**src/rtl/lsu_pkg.sv**
```systemverilog
// Shared definitions for the load/store unit: RV32I width/sign codes,
// FSM state encoding and the byte-count / legality lookups used when a
// request is accepted.
package lsu_pkg;

    // RV32I funct3 width/sign codes for loads and stores
    localparam logic [2:0] F3_B  = 3'b000;
    localparam logic [2:0] F3_H  = 3'b001;
    localparam logic [2:0] F3_W  = 3'b010;
    localparam logic [2:0] F3_BU = 3'b100;
    localparam logic [2:0] F3_HU = 3'b101;

    // Sequencer states
    typedef enum logic [1:0] {
        ST_IDLE  = 2'd0,
        ST_XFER  = 2'd1,
        ST_DRAIN = 2'd2,
        ST_RESP  = 2'd3
    } lsu_state_t;

    // Number of bytes moved for a width code (1, 2 or 4)
    function automatic logic [2:0] lsu_nbytes(input logic [2:0] funct3);
        logic [2:0] n;
        case (funct3)
            F3_B, F3_BU: n = 3'd1;
            F3_H, F3_HU: n = 3'd2;
            default:     n = 3'd4;
        endcase
        return n;
    endfunction

    // Index of the final byte of a transfer (N-1)
    function automatic logic [1:0] lsu_last_idx(input logic [2:0] funct3);
        logic [1:0] k;
        case (funct3)
            F3_B, F3_BU: k = 2'd0;
            F3_H, F3_HU: k = 2'd1;
            default:     k = 2'd3;
        endcase
        return k;
    endfunction

    // Whether a funct3 code is a legal load or store encoding
    function automatic logic lsu_legal(input logic we, input logic [2:0] funct3);
        logic ok;
        if (we) begin
            ok = (funct3 == F3_B) || (funct3 == F3_H) || (funct3 == F3_W);
        end else begin
            ok = (funct3 == F3_B) || (funct3 == F3_H) || (funct3 == F3_W) ||
                 (funct3 == F3_BU) || (funct3 == F3_HU);
        end
        return ok;
    endfunction

    // Half accesses need addr[0]=0, word accesses need addr[1:0]=0
    function automatic logic lsu_misaligned(input logic [2:0] funct3, input logic [1:0] addr_lo);
        logic mis;
        case (funct3)
            F3_H, F3_HU: mis = addr_lo[0];
            F3_W:        mis = (addr_lo != 2'b00);
            default:     mis = 1'b0;
        endcase
        return mis;
    endfunction

endpackage

```
**src/rtl/lsu_extend.sv**
```systemverilog
// Width/sign extension of the assembled little-endian load word.
module lsu_extend
    import lsu_pkg::*;
(
    input  logic [2:0]  funct3,
    input  logic [31:0] word,
    output logic [31:0] result
);

    // Pick the low byte/half and extend it according to the load type
    always_comb begin
        result = word;
        case (funct3)
            F3_B:    result = {{24{word[7]}}, word[7:0]};
            F3_H:    result = {{16{word[15]}}, word[15:0]};
            F3_BU:   result = {24'd0, word[7:0]};
            F3_HU:   result = {16'd0, word[15:0]};
            default: result = word;
        endcase
    end

endmodule

```
**src/rtl/load_store_unit.sv**
```systemverilog
// Load/store unit: turns one core request into a sequence of single-byte
// memory accesses (little-endian, address wraps at 32 bits) and returns a
// one-cycle completion pulse with the extended load data or an error flag.
//
// Handshake: a request transfers at a rising edge where req_valid and
// req_ready are both 1; req_ready is 1 only while idle and out of reset.
// Request inputs are don't-care while req_ready is 0. The response is a
// single resp_valid pulse with no backpressure.
module load_store_unit
    import lsu_pkg::*;
#(
    parameter bit MISALIGN_TRAP = 1'b1
)
(
    input  logic        clk,
    input  logic        rst,
    input  logic        req_valid,
    output logic        req_ready,
    input  logic        req_we,
    input  logic [2:0]  req_funct3,
    input  logic [31:0] req_addr,
    input  logic [31:0] req_wdata,
    output logic        resp_valid,
    output logic [31:0] resp_rdata,
    output logic        resp_err,
    output logic        mem_en,
    output logic        mem_we,
    output logic [31:0] mem_addr,
    output logic [7:0]  mem_wdata,
    input  logic [7:0]  mem_rdata
);

    lsu_state_t  state;

    // Captured request fields
    logic [31:0] addr_q;
    logic [31:0] wdata_q;
    logic        we_q;
    logic [2:0]  funct3_q;
    logic [1:0]  last_q;

    // Byte index currently on the memory port
    logic [1:0]  idx_q;
    logic [1:0]  idx_nxt;

    // A read byte is arriving on mem_rdata this cycle, destined for rd_idx_q
    logic        rd_pend_q;
    logic [1:0]  rd_idx_q;
    logic [31:0] rbuf_q;

    logic [31:0] load_word;
    logic [31:0] ext_word;
    logic        reject;

    assign idx_nxt   = idx_q + 2'd1;
    assign req_ready = (state == ST_IDLE) && rst;
    assign reject    = !lsu_legal(req_we, req_funct3) ||
                       (MISALIGN_TRAP && lsu_misaligned(req_funct3, req_addr[1:0]));

    // Merge the byte arriving this cycle into the partially assembled word
    always_comb begin
        load_word = rbuf_q;
        if (rd_pend_q) begin
            load_word[{rd_idx_q, 3'b000} +: 8] = mem_rdata;
        end
    end

    lsu_extend u_extend (
        .funct3 (funct3_q),
        .word   (load_word),
        .result (ext_word)
    );

    // Request capture, byte sequencing, load assembly and registered outputs
    always_ff @(posedge clk) begin
        if (!rst) begin
            state      <= ST_IDLE;
            addr_q     <= 32'd0;
            wdata_q    <= 32'd0;
            we_q       <= 1'b0;
            funct3_q   <= 3'd0;
            last_q     <= 2'd0;
            idx_q      <= 2'd0;
            rd_pend_q  <= 1'b0;
            rd_idx_q   <= 2'd0;
            rbuf_q     <= 32'd0;
            mem_en     <= 1'b0;
            mem_we     <= 1'b0;
            mem_addr   <= 32'd0;
            mem_wdata  <= 8'd0;
            resp_valid <= 1'b0;
            resp_err   <= 1'b0;
            resp_rdata <= 32'd0;
        end else begin
            if (rd_pend_q) begin
                rbuf_q <= load_word;
            end
            rd_pend_q <= 1'b0;

            case (state)
                ST_IDLE: begin
                    if (req_valid) begin
                        addr_q   <= req_addr;
                        we_q     <= req_we;
                        funct3_q <= req_funct3;
                        wdata_q  <= req_we ? req_wdata : 32'd0;
                        last_q   <= lsu_last_idx(req_funct3);
                        idx_q    <= 2'd0;
                        rbuf_q   <= 32'd0;
                        if (reject) begin
                            // Illegal or trapped: answer immediately, touch no memory
                            state      <= ST_RESP;
                            resp_valid <= 1'b1;
                            resp_err   <= 1'b1;
                            resp_rdata <= 32'd0;
                        end else begin
                            state     <= ST_XFER;
                            mem_en    <= 1'b1;
                            mem_we    <= req_we;
                            mem_addr  <= req_addr;
                            mem_wdata <= req_we ? req_wdata[7:0] : 8'd0;
                        end
                    end
                end

                ST_XFER: begin
                    // The byte read this cycle returns next cycle
                    rd_pend_q <= !we_q;
                    rd_idx_q  <= idx_q;
                    if (idx_q == last_q) begin
                        mem_en    <= 1'b0;
                        mem_we    <= 1'b0;
                        mem_addr  <= 32'd0;
                        mem_wdata <= 8'd0;
                        if (we_q) begin
                            state      <= ST_RESP;
                            resp_valid <= 1'b1;
                            resp_err   <= 1'b0;
                            resp_rdata <= 32'd0;
                        end else begin
                            state <= ST_DRAIN;
                        end
                    end else begin
                        idx_q     <= idx_nxt;
                        mem_addr  <= addr_q + {30'd0, idx_nxt};
                        mem_wdata <= wdata_q[{idx_nxt, 3'b000} +: 8];
                    end
                end

                ST_DRAIN: begin
                    // Final byte is on mem_rdata now; load_word already includes it
                    state      <= ST_RESP;
                    resp_valid <= 1'b1;
                    resp_err   <= 1'b0;
                    resp_rdata <= ext_word;
                end

                ST_RESP: begin
                    state      <= ST_IDLE;
                    resp_valid <= 1'b0;
                    resp_err   <= 1'b0;
                    resp_rdata <= 32'd0;
                end

                default: begin
                    state <= ST_IDLE;
                end
            endcase
        end
    end

endmodule

```
**config.mk**
```make
export PLATFORM = sky130hd
export DESIGN_NAME = load_store_unit
export DESIGN_NICKNAME = d
export VERILOG_FILES = /design/src/rtl/lsu_pkg.sv /design/src/rtl/lsu_extend.sv /design/src/rtl/load_store_unit.sv
export SDC_FILE = /design/constraint.sdc
export NUM_CORES = 1
export LEC_CHECK = 0
export ABC_AREA = 1
export ABC_CLOCK_PERIOD_IN_PS = 3600
export CAP_MARGIN = 25
export CORE_MARGIN = 2
export CORE_UTILIZATION = 57
export DETAILED_ROUTE_END_ITERATION = 10
export PLACE_DENSITY = 0.86
export RECOVER_POWER = 25
export SETUP_SLACK_MARGIN = 0.3
export SYNTH_ARGS = -nofsm -noshare
export SYNTH_HDL_FRONTEND = slang
export SYNTH_SLANG_ARGS = --single-unit
export TNS_END_PERCENT = 10
```
**constraint.sdc**
```tcl
create_clock -name clk -period 3.6 [get_ports clk]
set_clock_uncertainty 0.15 [all_clocks]
set_input_delay 0.72 -clock clk [delete_from_list [all_inputs] [get_ports clk]]
set_output_delay 0.72 -clock clk [all_outputs]
set_load 0.005 [all_outputs]
```
==> results of run 1 <==
-- timing repair --
item,in CTS,in global routing
gates resized for setup,0,1
endpoints found under the setup margin,0,5
hold buffers,0,0
-- kinds of logic (layout without fill, tap and decap cells) --
kind of cell / Yosys count / in the layout / synth area share, %
XOR/XNOR: 4 / 4 / 0.493
AO/OA/AOI/OAI: 315 / 315 / 20.1
adder cells (fa/ha/maj): 12 / 12 / 1.83
buffers and inverters: 222 / 363 / 10.3
flip-flops: 185 / 185 / 42.9
AND/OR/NAND/NOR: 494 / 494 / 24.4
-- through the flow --
step	total power (W)	cells	area, um^2	setup WS [ps]
after floorplan	0.00422	1232	8620	1130
after global placement	0.00512	1525	10200	575
after detailed placement	0.00516	1525	10200	539
after CTS	0.00699	1557	10800	479
after global routing	0.00738	1557	10800	404
final	0.00698	1557	10800	632
-- power groups by stage --
stage / Sequential [W] / Combinational [W] / Clock, W
global route: 0.00280 / 0.00265 / 0.00192
finish: 0.00276 / 0.00240 / 0.00182
floorplan: 0.00270 / 0.00153 / 0
CTS: 0.00275 / 0.00241 / 0.00183
global placement: 0.00279 / 0.00234 / 0
detailed placement: 0.00278 / 0.00238 / 0
-- metal layers --
metal	wire [um]	track usage, %	up-vias	part of all wire (%)
met3	1770	6.78	61	7.4
met2	11100	48.8	372	46
met4	811	12.4	0	3.4
met5	0	0	-	0
met1	10300	38.2	3912	43
li1	-	-	4247	-
-- critical path, stage by stage (launching register included) --
cell	delay, ps
dfxtp_2	430
nand2_2	220
inv_1	60
nor2_1	80
buf_4	180
inv_1	70
fa_1	410
inv_1	80
nand3_1	120
nor2_1	220
nand3_1	200
inv_1	280
nand2_1	90
nand2_1	60
nand3_1	100
a21oi_1	140
-- registers in the layout (all words and copies together), names as in the netlist, 2 cells and up --
register,count
funct3_q,3
resp_rdata,32
state,2
mem_wdata,8
wdata_q,32
rd_idx_q,2
mem_addr,32
idx_q,2
last_q,2
addr_q,32
rbuf_q,32
-- worst min-delay path by stage --
stage | start | to | depth (start not counted)
3_5_place_dp | resp_err | resp_err | 2
3_3_place_gp | resp_err | resp_err | 2
6_report | resp_err | resp_err | 2
5_1_grt | resp_err | resp_err | 2
4_1_cts | resp_err | resp_err | 2
2_1_floorplan | resp_err | resp_err | 2
-- cell type report --
class	instances	area, um^2
Sequential cell	185	3700
Clock buffer	19	453
Fill cell	1215	3830
Multi-Input combinational cell	825	4040
Inverter	162	609
Tap cell	184	230
Timing Repair Buffer	169	1650
Clock inverter	13	120
-- cell usage in the layout, fill, tap and decap left out, types with 5 or more instances in the layout --
master	instances
nand3_1	49
nand2_1	261
a21oi_2	14
clkinv_2	5
clkdlybuf4s50_1	131
clkbuf_16	17
ha_1	11
o21ai_0	133
dfxtp_1	184
inv_1	157
o22ai_1	33
o221ai_1	8
a21oi_1	116
nor2_1	140
dlygate4sd3_1	23
buf_4	10
nand4_1	11
nand3_2	13
nand2_2	8
==> metrics, run 1 <==
status finished, final reports clean; area delta synth->final 25.4%; reg2reg end mem_addr[18]; Setup TNS Final 0 ps; final hold viol count 0; Final #Nets 1451; largest net degree at the start of global routing 90; Skew-Pair Late Insertion Delay 430 ps; Worst setup endpoint mem_addr[18]; FF-to-FF path depth 15; Pleak 4.15 nW; Cell Pwr Density 645 mW/mm^2; CTS tree done; hold_ws 293 ps; worst reg2reg startpoint idx_q[0]; CTS clk-pin slew, worst paths 70 ps; Switching Fraction 37.5%; FFs w/ async S/R, synth 0%; Worst Setup SP idx_q[0]; Max Cap Viol 0; dpl hpwl 16800 um; GR Util All Layers 29.8%; Final min period 2970 ps; Max Transition Viols Final 0; Die H 127 um; Row Count 44; top cells by area, synth dfxtp_1 (43%), nand2_1 (11%), o21ai_0 (7.7%); DRC 0; Initial Util 58.9%; layout cells sized above 1 6.85%; total gr overflow 0; Reg power frac 39.5%; fmax 337 MHz; # IOs 156; initial antenna violation count 0; flops & latches, synth 185; ANT cells 0; Detailed Route WL 24000 um; Post-Synthesis Cells 1232; Worst Path Arrival 3180 ps; post-layout util 73.8%; postcts setup bufs 0; Post-DRT Antenna Nets 0; WP data required 3810 ps; synthesized area 0.00862 mm^2; crit share post-route 82.4%; startpoint types flop; synth unique cells 36; core box area 0.0146 mm^2; clk sinks 185; register area share after synthesis 42.9%; DIE WIDTH 127 um; # port buffers 155; Primary FF master, synth dfxtp_1; Clock Power Share 26.1%; syn_nets 1323; vias per std cell 5.52; Worst Max-Slew Pin Slew 1470 ps; post-synth top area cell dfxtp_1; CP Max Fanout 21; Comb pwr share 34.4%; RSZ-0062 raised after global routing no; Crit. End Element flop; critical path class reg2reg; Post-synth EDFFs 0; most instantiated cells after synthesis nand2_1 (263), dfxtp_1 (185), inv_1 (157); WL per Instance 15.4 um; vias in the first global route 8098; H-Tree Depth 4; Slew HR 2.01%; most frequent cell after synthesis nand2_1; flop-to-flop setup slack 630 ps; Hold Crit Class reg2reg; P_int 0.00436 W; Warnings, synthesis 0; Bufs on Longest Clock Path 2; syn avg cell area 7.00 um^2; setup violators final 0; Clock Root Buffer clkbuf_16; Iter 0 DRT Violations 708; top cell type's share of synthesized area 42.9%; clock buffer count from CTS 17; Psw 0.00261 W; Via Count 8592; DR pass1 iterations 6; maximum VDD drop 0.375 mV; die area 0.0161 mm^2; global placer's final weighted congestion 0.928; first-pass GRT wire length 38800 um
No activity file was read; power rests on OpenSTA's default activity.
==> inputs of run 2 (changes only) <==
- ABC_CLOCK_PERIOD_IN_PS: 3600 -> 2650
- CORE_UTILIZATION: 57 -> 48
- PLACE_DENSITY: 0.86 -> 0.77
- clock period: 3.6 -> 2.65 ns (I/O delays scaled with it)
==> run 2 against run 1 <==
  * Non-clock buffer count is 21 higher
  * Die area grew 18%
  * Register-to-register slack got worse by 330 ps
  * Sequential power is 34% higher
  * Final cell count grew 4.4%
  * Largest power group unchanged
==> metrics, run 2 (synthesis results as in run 1) <==
total gr overflow 0; maximum VDD drop 0.651 mV; most common cell after layout, fill and taps aside nand2_1; Iter 0 DRT Violations 632; Bufs on Longest Clock Path 2; Slew HR 47.4%; Reg power frac 37.9%; Initial Util 48.5%; Pleak 4.25 nW; design area 0.0111 mm^2; Cell Pwr Density 879 mW/mm^2; Final min period 2350 ps; die area 0.0191 mm^2; Worst Path Arrival 2560 ps; RSZ-0062 raised after global routing yes; clock buffer count from CTS 17; # IOs 156; crit share post-route 88.7%; Row Count 49; Detailed Route WL 24600 um; initial antenna violation count 1; Post-DRT Antenna Nets 0; Skew-Pair Late Insertion Delay 430 ps; Via Count 8593; Max Transition Viols Final 0; status finished, final reports clean; WL per Instance 15.1 um; Comb pwr share 36.1%; vias per std cell 5.29; layout cells sized above 1 9.61%; CTS clk-pin slew, worst paths 70 ps; P_int 0.00610 W; filler instances 1616; global placer's final weighted congestion 0.904; Setup TNS Final 0 ps; Switching Fraction 37.7%; Hold Buf Count CTS 0; final hold viol count 0; # port buffers 155; WP data required 2860 ps; clk sinks 185; vias in the first global route 7962; Hold Crit Class reg2reg; dpl hpwl 17300 um; Worst Max-Slew Pin Slew 789 ps; H-Tree Depth 4; startpoint types flop; DR pass1 iterations 5; Clock Root Buffer clkbuf_16; Final #Nets 1473; GR Util All Layers 25.1%; area delta synth->final 29.2%; CP Max Fanout 21; CTS tree done; Psw 0.00369 W; critical path class reg2reg; first-pass GRT wire length 39500 um; setup violators final 0; DIE WIDTH 138 um; post-placement cell area 0.0105 mm^2; Max Cap Viol 0; core box area 0.0178 mm^2; fmax 425 MHz; Die H 138 um; DRC 0; largest net degree at the start of global routing 89; Crit. End Element flop; most frequent cells in the layout nand2_1 (261), dfxtp_1 (183), inv_1 (153), clkdlybuf4s50_1 (153); Clock Power Share 25.9%
## run 2: changes by cell type in the layout (fill, tap and decap cells not counted), moves of 4 or more
cell and delta:
inv_2 +4, inv_1 -4, nor2_1 -7, clkdlybuf4s50_1 +22, dlygate4sd3_1 -23, inv_6 +4, buf_4 +18, nor2_2 +7
## run 2: worst paths after layout
| path | slack [ps] | endpoint | from | cells past startpoint |
|---|---|---|---|---|
| max | 300 | addr_q[20] | state[0] | 6 |
| min | 310 | resp_rdata[5] | resp_rdata[5] | 2 |
| max reg2reg | 300 | addr_q[20] | state[0] | 6 |
| min reg2reg | 310 | resp_rdata[5] | resp_rdata[5] | 2 |
## run 2: layer usage
| metal | up-vias | GRT usage [%] | routed length [um] |
|---|---|---|---|
| met5 | - | 0 | 0 |
| met4 | 0 | 8.65 | 489 |
| met3 | 43 | 4.64 | 1480 |
| met2 | 315 | 40.0 | 11300 |
| met1 | 3945 | 34.5 | 11200 |
| li1 | 4290 | - | - |
## run 2: what timing repair did
| item | in CTS | in global routing |
|---|---|---|
| setup endpoints to repair | 25 | 51 |
| pin swaps | 0 | 1 |
| gates cloned | 0 | 1 |
| setup buffers | 0 | 5 |
| gates resized for setup | 7 | 17 |
## run 2: metrics by stage
stage / std cells / util [%] / total power, W / worst slack, ps / hold WS, ps
3_3_place_gp: 1586 / 58.8 / 0.00713 / 268 / 299
6_report: 1625 / 62.7 / 0.00979 / 298 / 315
4_1_cts: 1618 / 62.2 / 0.00975 / 243 / 318
5_1_grt: 1625 / 62.7 / 0.0103 / 141 / 335
2_1_floorplan: 1232 / - / 0.00575 / 310 / 290
3_5_place_dp: 1586 / 58.8 / 0.00719 / 170 / 306
## run 2: cell type report
class | count | area [um^2] | area share, %
Sequential cell | 185 | 3710 | 33.3
Multi-Input combinational cell | 826 | 4110 | 36.9
Tap cell | 229 | 287 | 2.57
Antenna cell | 1 | 2.50 | 0.0225
Clock inverter | 13 | 133 | 1.19
Timing Repair Buffer | 190 | 1840 | 16.5
Inverter | 162 | 613 | 5.50
Clock buffer | 19 | 453 | 4.07
## run 2: critical path, cell delays in order (launching register included)
cell      delay (ps)
dfxtp_1          410
inv_1            110
ha_1             270
nand2_1          460
clkbuf_2         470
o21ai_0          210
a21oi_1          190
## run 2: power by group through the flow
stage / sequential, W / combinational, W / clock (W)
final: 0.00371 / 0.00354 / 0.00254
after global routing: 0.00378 / 0.00391 / 0.00267
after CTS: 0.00370 / 0.00350 / 0.00256
after detailed placement: 0.00374 / 0.00345 / 0
after global placement: 0.00375 / 0.00338 / 0
after floorplan: 0.00367 / 0.00208 / 0
